--- src/rtl/cdb_broadcast_arbiter_if.sv ---
// Handshake and broadcast bundle between the functional units, the CDB arbiter
// and the arbitration/wakeup side. The arbiter takes the slave view.
interface cdb_broadcast_arbiter_if #(
    parameter int NUM_REQ    = 4,
    parameter int TAG_WIDTH  = 5,
    parameter int DATA_WIDTH = 32
);
    localparam int SRC_W = (NUM_REQ > 1) ? $clog2(NUM_REQ) : 1;

    logic                            flush;
    logic                            allowBroadcast;
    logic [NUM_REQ-1:0]              req_valid;
    logic [NUM_REQ*TAG_WIDTH-1:0]    req_tag;
    logic [NUM_REQ*DATA_WIDTH-1:0]   req_data;
    logic [NUM_REQ-1:0]              req_ready;
    logic                            bcast_valid;
    logic [TAG_WIDTH-1:0]            bcast_tag;
    logic [DATA_WIDTH-1:0]           bcast_data;
    logic [SRC_W-1:0]                bcast_src;
    logic                            ongoingBroadcast;
    logic                            broadcastDataAvailable;

    modport master (
        output flush, allowBroadcast, req_valid, req_tag, req_data,
        input  req_ready, bcast_valid, bcast_tag, bcast_data, bcast_src,
               ongoingBroadcast, broadcastDataAvailable
    );

    modport slave (
        input  flush, allowBroadcast, req_valid, req_tag, req_data,
        output req_ready, bcast_valid, bcast_tag, bcast_data, bcast_src,
               ongoingBroadcast, broadcastDataAvailable
    );
endinterface

--- src/rtl/cdb_broadcast_arbiter.sv ---
// Round-robin arbiter for the single CDB broadcast slot: grants one functional
// unit per cycle into a registered entry released by allowBroadcast.
module cdb_broadcast_arbiter #(
    parameter int NUM_REQ    = 4,
    parameter int TAG_WIDTH  = 5,
    parameter int DATA_WIDTH = 32
) (
    input  logic                    clk,
    input  logic                    rst,
    cdb_broadcast_arbiter_if.slave  bus
);
    localparam int                 SRC_W = (NUM_REQ > 1) ? $clog2(NUM_REQ) : 1;
    localparam int                 IDX_W = SRC_W + 1;
    localparam logic [IDX_W-1:0]   NUM_W = IDX_W'(NUM_REQ);
    localparam logic [SRC_W-1:0]   LAST_W = SRC_W'(NUM_REQ - 1);
    localparam logic [NUM_REQ-1:0] ONE_HOT0 = NUM_REQ'(1);

    logic                  bcast_valid_q, bcast_valid_d;
    logic [TAG_WIDTH-1:0]  bcast_tag_q,   bcast_tag_d;
    logic [DATA_WIDTH-1:0] bcast_data_q,  bcast_data_d;
    logic [SRC_W-1:0]      bcast_src_q,   bcast_src_d;
    logic [SRC_W-1:0]      ptr_q,         ptr_d;

    logic                  consume_s;
    logic                  load_en_s;
    logic                  grant_s;
    logic                  found_s;
    logic [IDX_W-1:0]      idx_s;
    logic [SRC_W-1:0]      winner_s;
    logic [NUM_REQ-1:0]    req_ready_s;
    logic [TAG_WIDTH-1:0]  tag_arr_s  [NUM_REQ];
    logic [DATA_WIDTH-1:0] data_arr_s [NUM_REQ];

    for (genvar g = 0; g < NUM_REQ; g++) begin : g_unpack
        assign tag_arr_s[g]  = bus.req_tag[g*TAG_WIDTH +: TAG_WIDTH];
        assign data_arr_s[g] = bus.req_data[g*DATA_WIDTH +: DATA_WIDTH];
    end

    // Grants are held off during reset so req_ready stays low until release.
    assign consume_s = bcast_valid_q & bus.allowBroadcast;
    assign load_en_s = rst & ~bus.flush & (~bcast_valid_q | bus.allowBroadcast);
    assign grant_s   = load_en_s & (|bus.req_valid);

    // Round-robin search starting at ptr_q, wrapping modulo NUM_REQ.
    always_comb begin
        winner_s = '0;
        found_s  = 1'b0;
        idx_s    = '0;
        for (int k = 0; k < NUM_REQ; k++) begin
            idx_s = {1'b0, ptr_q} + IDX_W'(k);
            idx_s = (idx_s >= NUM_W) ? (idx_s - NUM_W) : idx_s;
            if (!found_s && bus.req_valid[idx_s[SRC_W-1:0]]) begin
                found_s  = 1'b1;
                winner_s = idx_s[SRC_W-1:0];
            end else begin
                found_s  = found_s;
            end
        end
    end

    // One-hot grant vector toward the requesters.
    always_comb begin
        req_ready_s = '0;
        if (grant_s) begin
            req_ready_s = ONE_HOT0 << winner_s;
        end else begin
            req_ready_s = '0;
        end
    end

    // Next state of the broadcast slot and the round-robin pointer.
    always_comb begin
        bcast_valid_d = bcast_valid_q;
        bcast_tag_d   = bcast_tag_q;
        bcast_data_d  = bcast_data_q;
        bcast_src_d   = bcast_src_q;
        ptr_d         = ptr_q;
        if (grant_s) begin
            bcast_valid_d = 1'b1;
            bcast_tag_d   = tag_arr_s[winner_s];
            bcast_data_d  = data_arr_s[winner_s];
            bcast_src_d   = winner_s;
            ptr_d         = (winner_s == LAST_W) ? '0 : (winner_s + SRC_W'(1));
        end else if (consume_s || bus.flush) begin
            bcast_valid_d = 1'b0;
        end else begin
            bcast_valid_d = bcast_valid_q;
        end
    end

    // Slot and pointer registers; reset drops any held entry immediately.
    always_ff @(posedge clk or negedge rst) begin
        if (!rst) begin
            bcast_valid_q <= 1'b0;
            bcast_tag_q   <= '0;
            bcast_data_q  <= '0;
            bcast_src_q   <= '0;
            ptr_q         <= '0;
        end else begin
            bcast_valid_q <= bcast_valid_d;
            bcast_tag_q   <= bcast_tag_d;
            bcast_data_q  <= bcast_data_d;
            bcast_src_q   <= bcast_src_d;
            ptr_q         <= ptr_d;
        end
    end

    assign bus.req_ready              = req_ready_s;
    assign bus.bcast_valid            = bcast_valid_q;
    assign bus.bcast_tag              = bcast_tag_q;
    assign bus.bcast_data             = bcast_data_q;
    assign bus.bcast_src              = bcast_src_q;
    assign bus.ongoingBroadcast       = bcast_valid_q;
    assign bus.broadcastDataAvailable = |bus.req_valid;

endmodule
--- src/flat_wrapper.sv ---
// flat-port wrapper written by rule: the top's interface ports become plain ports
module cdb_broadcast_arbiter_flat 
#(
    parameter int NUM_REQ    = 4,
    parameter int TAG_WIDTH  = 5,
    parameter int DATA_WIDTH = 32
)
  (clk, rst, bus_flush, bus_allowBroadcast, bus_req_valid, bus_req_tag, bus_req_data, bus_req_ready, bus_bcast_valid, bus_bcast_tag, bus_bcast_data, bus_bcast_src, bus_ongoingBroadcast, bus_broadcastDataAvailable);
  cdb_broadcast_arbiter_if #(.NUM_REQ(NUM_REQ), .TAG_WIDTH(TAG_WIDTH), .DATA_WIDTH(DATA_WIDTH)) bus_i ();
  input  logic clk;
  input  logic rst;
  input wire logic [$bits(bus_i.flush)-1:0] bus_flush;
  input wire logic [$bits(bus_i.allowBroadcast)-1:0] bus_allowBroadcast;
  input wire logic [$bits(bus_i.req_valid)-1:0] bus_req_valid;
  input wire logic [$bits(bus_i.req_tag)-1:0] bus_req_tag;
  input wire logic [$bits(bus_i.req_data)-1:0] bus_req_data;
  output wire logic [$bits(bus_i.req_ready)-1:0] bus_req_ready;
  output wire logic [$bits(bus_i.bcast_valid)-1:0] bus_bcast_valid;
  output wire logic [$bits(bus_i.bcast_tag)-1:0] bus_bcast_tag;
  output wire logic [$bits(bus_i.bcast_data)-1:0] bus_bcast_data;
  output wire logic [$bits(bus_i.bcast_src)-1:0] bus_bcast_src;
  output wire logic [$bits(bus_i.ongoingBroadcast)-1:0] bus_ongoingBroadcast;
  output wire logic [$bits(bus_i.broadcastDataAvailable)-1:0] bus_broadcastDataAvailable;
  assign bus_i.flush = bus_flush;
  assign bus_i.allowBroadcast = bus_allowBroadcast;
  assign bus_i.req_valid = bus_req_valid;
  assign bus_i.req_tag = bus_req_tag;
  assign bus_i.req_data = bus_req_data;
  assign bus_req_ready = bus_i.req_ready;
  assign bus_bcast_valid = bus_i.bcast_valid;
  assign bus_bcast_tag = bus_i.bcast_tag;
  assign bus_bcast_data = bus_i.bcast_data;
  assign bus_bcast_src = bus_i.bcast_src;
  assign bus_ongoingBroadcast = bus_i.ongoingBroadcast;
  assign bus_broadcastDataAvailable = bus_i.broadcastDataAvailable;
  cdb_broadcast_arbiter #(.NUM_REQ(NUM_REQ), .TAG_WIDTH(TAG_WIDTH), .DATA_WIDTH(DATA_WIDTH)) u_core (.clk(clk), .rst(rst), .bus(bus_i));
endmodule
--- config.mk ---
export PLATFORM = sky130hd
export DESIGN_NAME = cdb_broadcast_arbiter_flat
export DESIGN_NICKNAME = d
export VERILOG_FILES = /design/src/rtl/cdb_broadcast_arbiter_if.sv /design/src/rtl/cdb_broadcast_arbiter.sv /design/src/flat_wrapper.sv
export SDC_FILE = /design/constraint.sdc
export NUM_CORES = 1
export LEC_CHECK = 0
export ABC_AREA = 1
export CAP_MARGIN = 25
export CORE_MARGIN = 2
export CORE_UTILIZATION = 43
export CTS_CLUSTER_DIAMETER = 30
export DETAILED_ROUTE_END_ITERATION = 10
export GPL_TIMING_DRIVEN = 0
export PLACE_DENSITY = 0.95
export SLEW_MARGIN = 40
export SYNTH_ARGS = -nofsm -noshare
export SYNTH_HDL_FRONTEND = slang
export SYNTH_SLANG_ARGS = --single-unit
export TNS_END_PERCENT = 50
--- constraint.sdc ---
create_clock -name clk -period 4.7 [get_ports clk]
set_clock_uncertainty 0.05 [all_clocks]
set_input_delay 0.705 -clock clk [delete_from_list [all_inputs] [get_ports clk]]
set_output_delay 0.705 -clock clk [all_outputs]
set_load 0.02 [all_outputs]
==> results.yml <==
cts:
  clk_pin_slew_ns: 0.08
  ctsLongestPathBuffers: 2
  cts_buffers: 5
  cts.sinks: 42
  postCtsSetupBuffers: 0
  hold_buffers: 0
  cts_resized: 0
  worstSkewPairLatency_ns: 0.30
  root_buffer: "clkbuf_8"
  cts_tree: "done"
  htreeDepth: 2
floorplanning:
  die_w_um: 97.0
  fp-row-count: 33
  start_util_pct: 44.9
  io-pin-count: 202
  die_h_um: 97.0
  coreArea_mm2: 0.00830
  dieArea_mm2: 0.00942
worst_setup_path:
  worst_ep_required_time_ns: 3.94
  r2r_cells: 13
  crit_chain: "clkdlybuf4s50_1, inv_1, nand2_1, nand2_1, nand2_1, nor2_2, nand2_1, nand3_2, buf_6, nand2_1, nor2_1, inv_1, nor2_1, clkdlybuf4s50_1"
  worst_path_most_repeated_cell: "nand2_1"
  worst-setup-path-type: "in -> out"
  cp-start-kind: "primary input"
  cp-end-kind: "output pin"
  critPathMaxFanout: 10
  crit_path_top_delay_cell: "clkdlybuf4s50_1"
  crit_buf_inv: 5
  cp.depth: 14
  critPathTopFamily: "buffers and inverters"
  arrival_ns: 3.11
  slowest_delay_ns: 0.65
yosys:
  ys.warnings.count: 0
  synth_seq_cells: 42
  synth_top_area_share_pct: 34.6
  synth_area_mm2: 0.00372
  post-synth-top-area-cell: "nand2_1"
  synth_flop_cell: "dfrtp_1"
  yosysUniqueCellTypes: 22
  ys_seq_area_share_pct: 28.2
  synth-edff-count: 0
  synthCells: 625
  async_reset_ff_share_pct: 100
  postSynthAreaPerCell_um2: 5.96
  syn_nets: 781
  synthTopCellsByArea: "nand2_1, dfrtp_1, nand3_1"
global_routing:
  grt_pass1_wl_mm: 22.9
  grt_overflow: 0
  antenna_found_initial: 0
  grt_pass1_vias: 4794
  grt_usage_pct: 29.4
  grt_max_degree: 43
power:
  power_mw: 4.05
  ir_drop_mv: 0.417
  p_per_area_mw_per_mm2: 678
  power_leakage_nw: 3.10
sta:
  holdWs_ns: 0.137
  tightest_slew_ns: 0.491
  period_minus_slack_ns: 3.87
  final.setup.tns_ns: 0
  finalCritPeriodShare_pct: 82.3
  fmax_ghz: 0.259
  slew_headroom_pct: 67.3
  rsz0062_at_grt: "false"
  slew_violations: 0
  setup_viol: 0
  finalHoldViolCount: 0
cells_and_area:
  layout_common_cells: "nand2_1, clkdlybuf4s50_1, nand3_1"
  regArea_mm2: 0.00105
  multiInputGateArea_mm2: 0.00229
  drive_gt1_share_pct: 9.82
  nNetsFinal: 990
  num_antenna_cells: 0
  layout_commonest_cell: "nand2_1"
  fin_area_mm2: 0.00598
  area_delta_synth_final_pct: 60.6
  fin_cells: 940
  fillers: 689
status:
  status: "completed"
detailed_routing:
  vias: 4939
  drtIter0Drc: 251
  drc: 0
  wl_met3_mm: 1.23
  wl_met2_mm: 7.20
  drt_first_pass_iters: 5
  top_layer: "met4"
  routed_via_density: 5.25
  drtAntennaViolNets: 0
  wire_per_inst_um: 15.2
  wl_met1_mm: 5.63
  routed_wirelength_mm: 14.3
placement:
  hpwlAfterDp_mm: 10.9
  routabilityCongestion: 0.959
  placed_cell_area_mm2: 0.00588
  port_buffers: 201
  dpl.cell_count: 932
flow_run:
  drv_cap: 0
hold_path:
  hp-class: "in -> async"
[synth_stat cells, drive strengths merged, types with 2 or more instances]
master  instances
a21oi           3
buf            43
clkbuf          8
dfrtp          42
inv            11
nand2         346
nand3         154
nand4           2
nor2            8
o21ai           4
[cell type report]
type	instances	share of cell area, %
multi-input cells	520	38.2
inverters	12	0.753
clock inverters	2	0.209
repair buffers	202	33.9
clock buffers	6	1.38
plain buffers	51	5.69
flip-flops and latches	42	17.6
well taps	105	2.20
[per-stage QoR]
step / util, % / setup slack, ns
floorplan: - / 2.08
global placement: 70.7 / -0.526
detailed placement: 70.9 / 0.875
CTS: 72.0 / 0.864
global route: 72.0 / 0.642
finish: 72.0 / 0.833
[flip-flops by register name, indices dropped and copies added (netlist names)]
name	cells
u_core.bus.bcast_data	32
u_core.bus.bcast_src	2
u_core.bus.bcast_tag	5
u_core.bus.bcast_valid	1
u_core.ptr_q	2
[kinds of logic after synthesis]
logic type | Yosys count | share of synthesized area [%]
AND/OR/NAND/NOR | 512 | 60.3
buffers and inverters | 63 | 10.4
flip-flops | 42 | 28.2
AO/OA/AOI/OAI | 8 | 1.14
[report_power, final]
part           total [mW]  internal (mW)  leakage (nW)  switching (mW)
clock               0.257          0.118        0.0472           0.138
sequential          0.620          0.516         0.533           0.104
combinational        3.18           1.26          2.52            1.92
[routing by layer]
layer  vias up  track usage, %
met1      2257            35.3
met2       256            53.5
li1       2402               -
met5         -               0
met3        24            5.71
met4         0            7.37
[worst paths after layout]
kind	from	to	slack, ns
setup / recovery	bus_req_valid[1]	bus_req_ready[3]	0.83
hold / removal	rst	u_core.bus.bcast_data[27]	0.14
setup reg to reg	u_core.ptr_q[0]	u_core.bus.bcast_tag[4]	2.48
hold reg to reg	u_core.bus.bcast_src[0]	u_core.bus.bcast_src[0]	0.44
max in group asynchronous	rst	u_core.bus.bcast_data[13]	4.07
min in group clk	u_core.bus.bcast_src[0]	u_core.bus.bcast_src[0]	0.44
(Power assumes the default switching activity.)
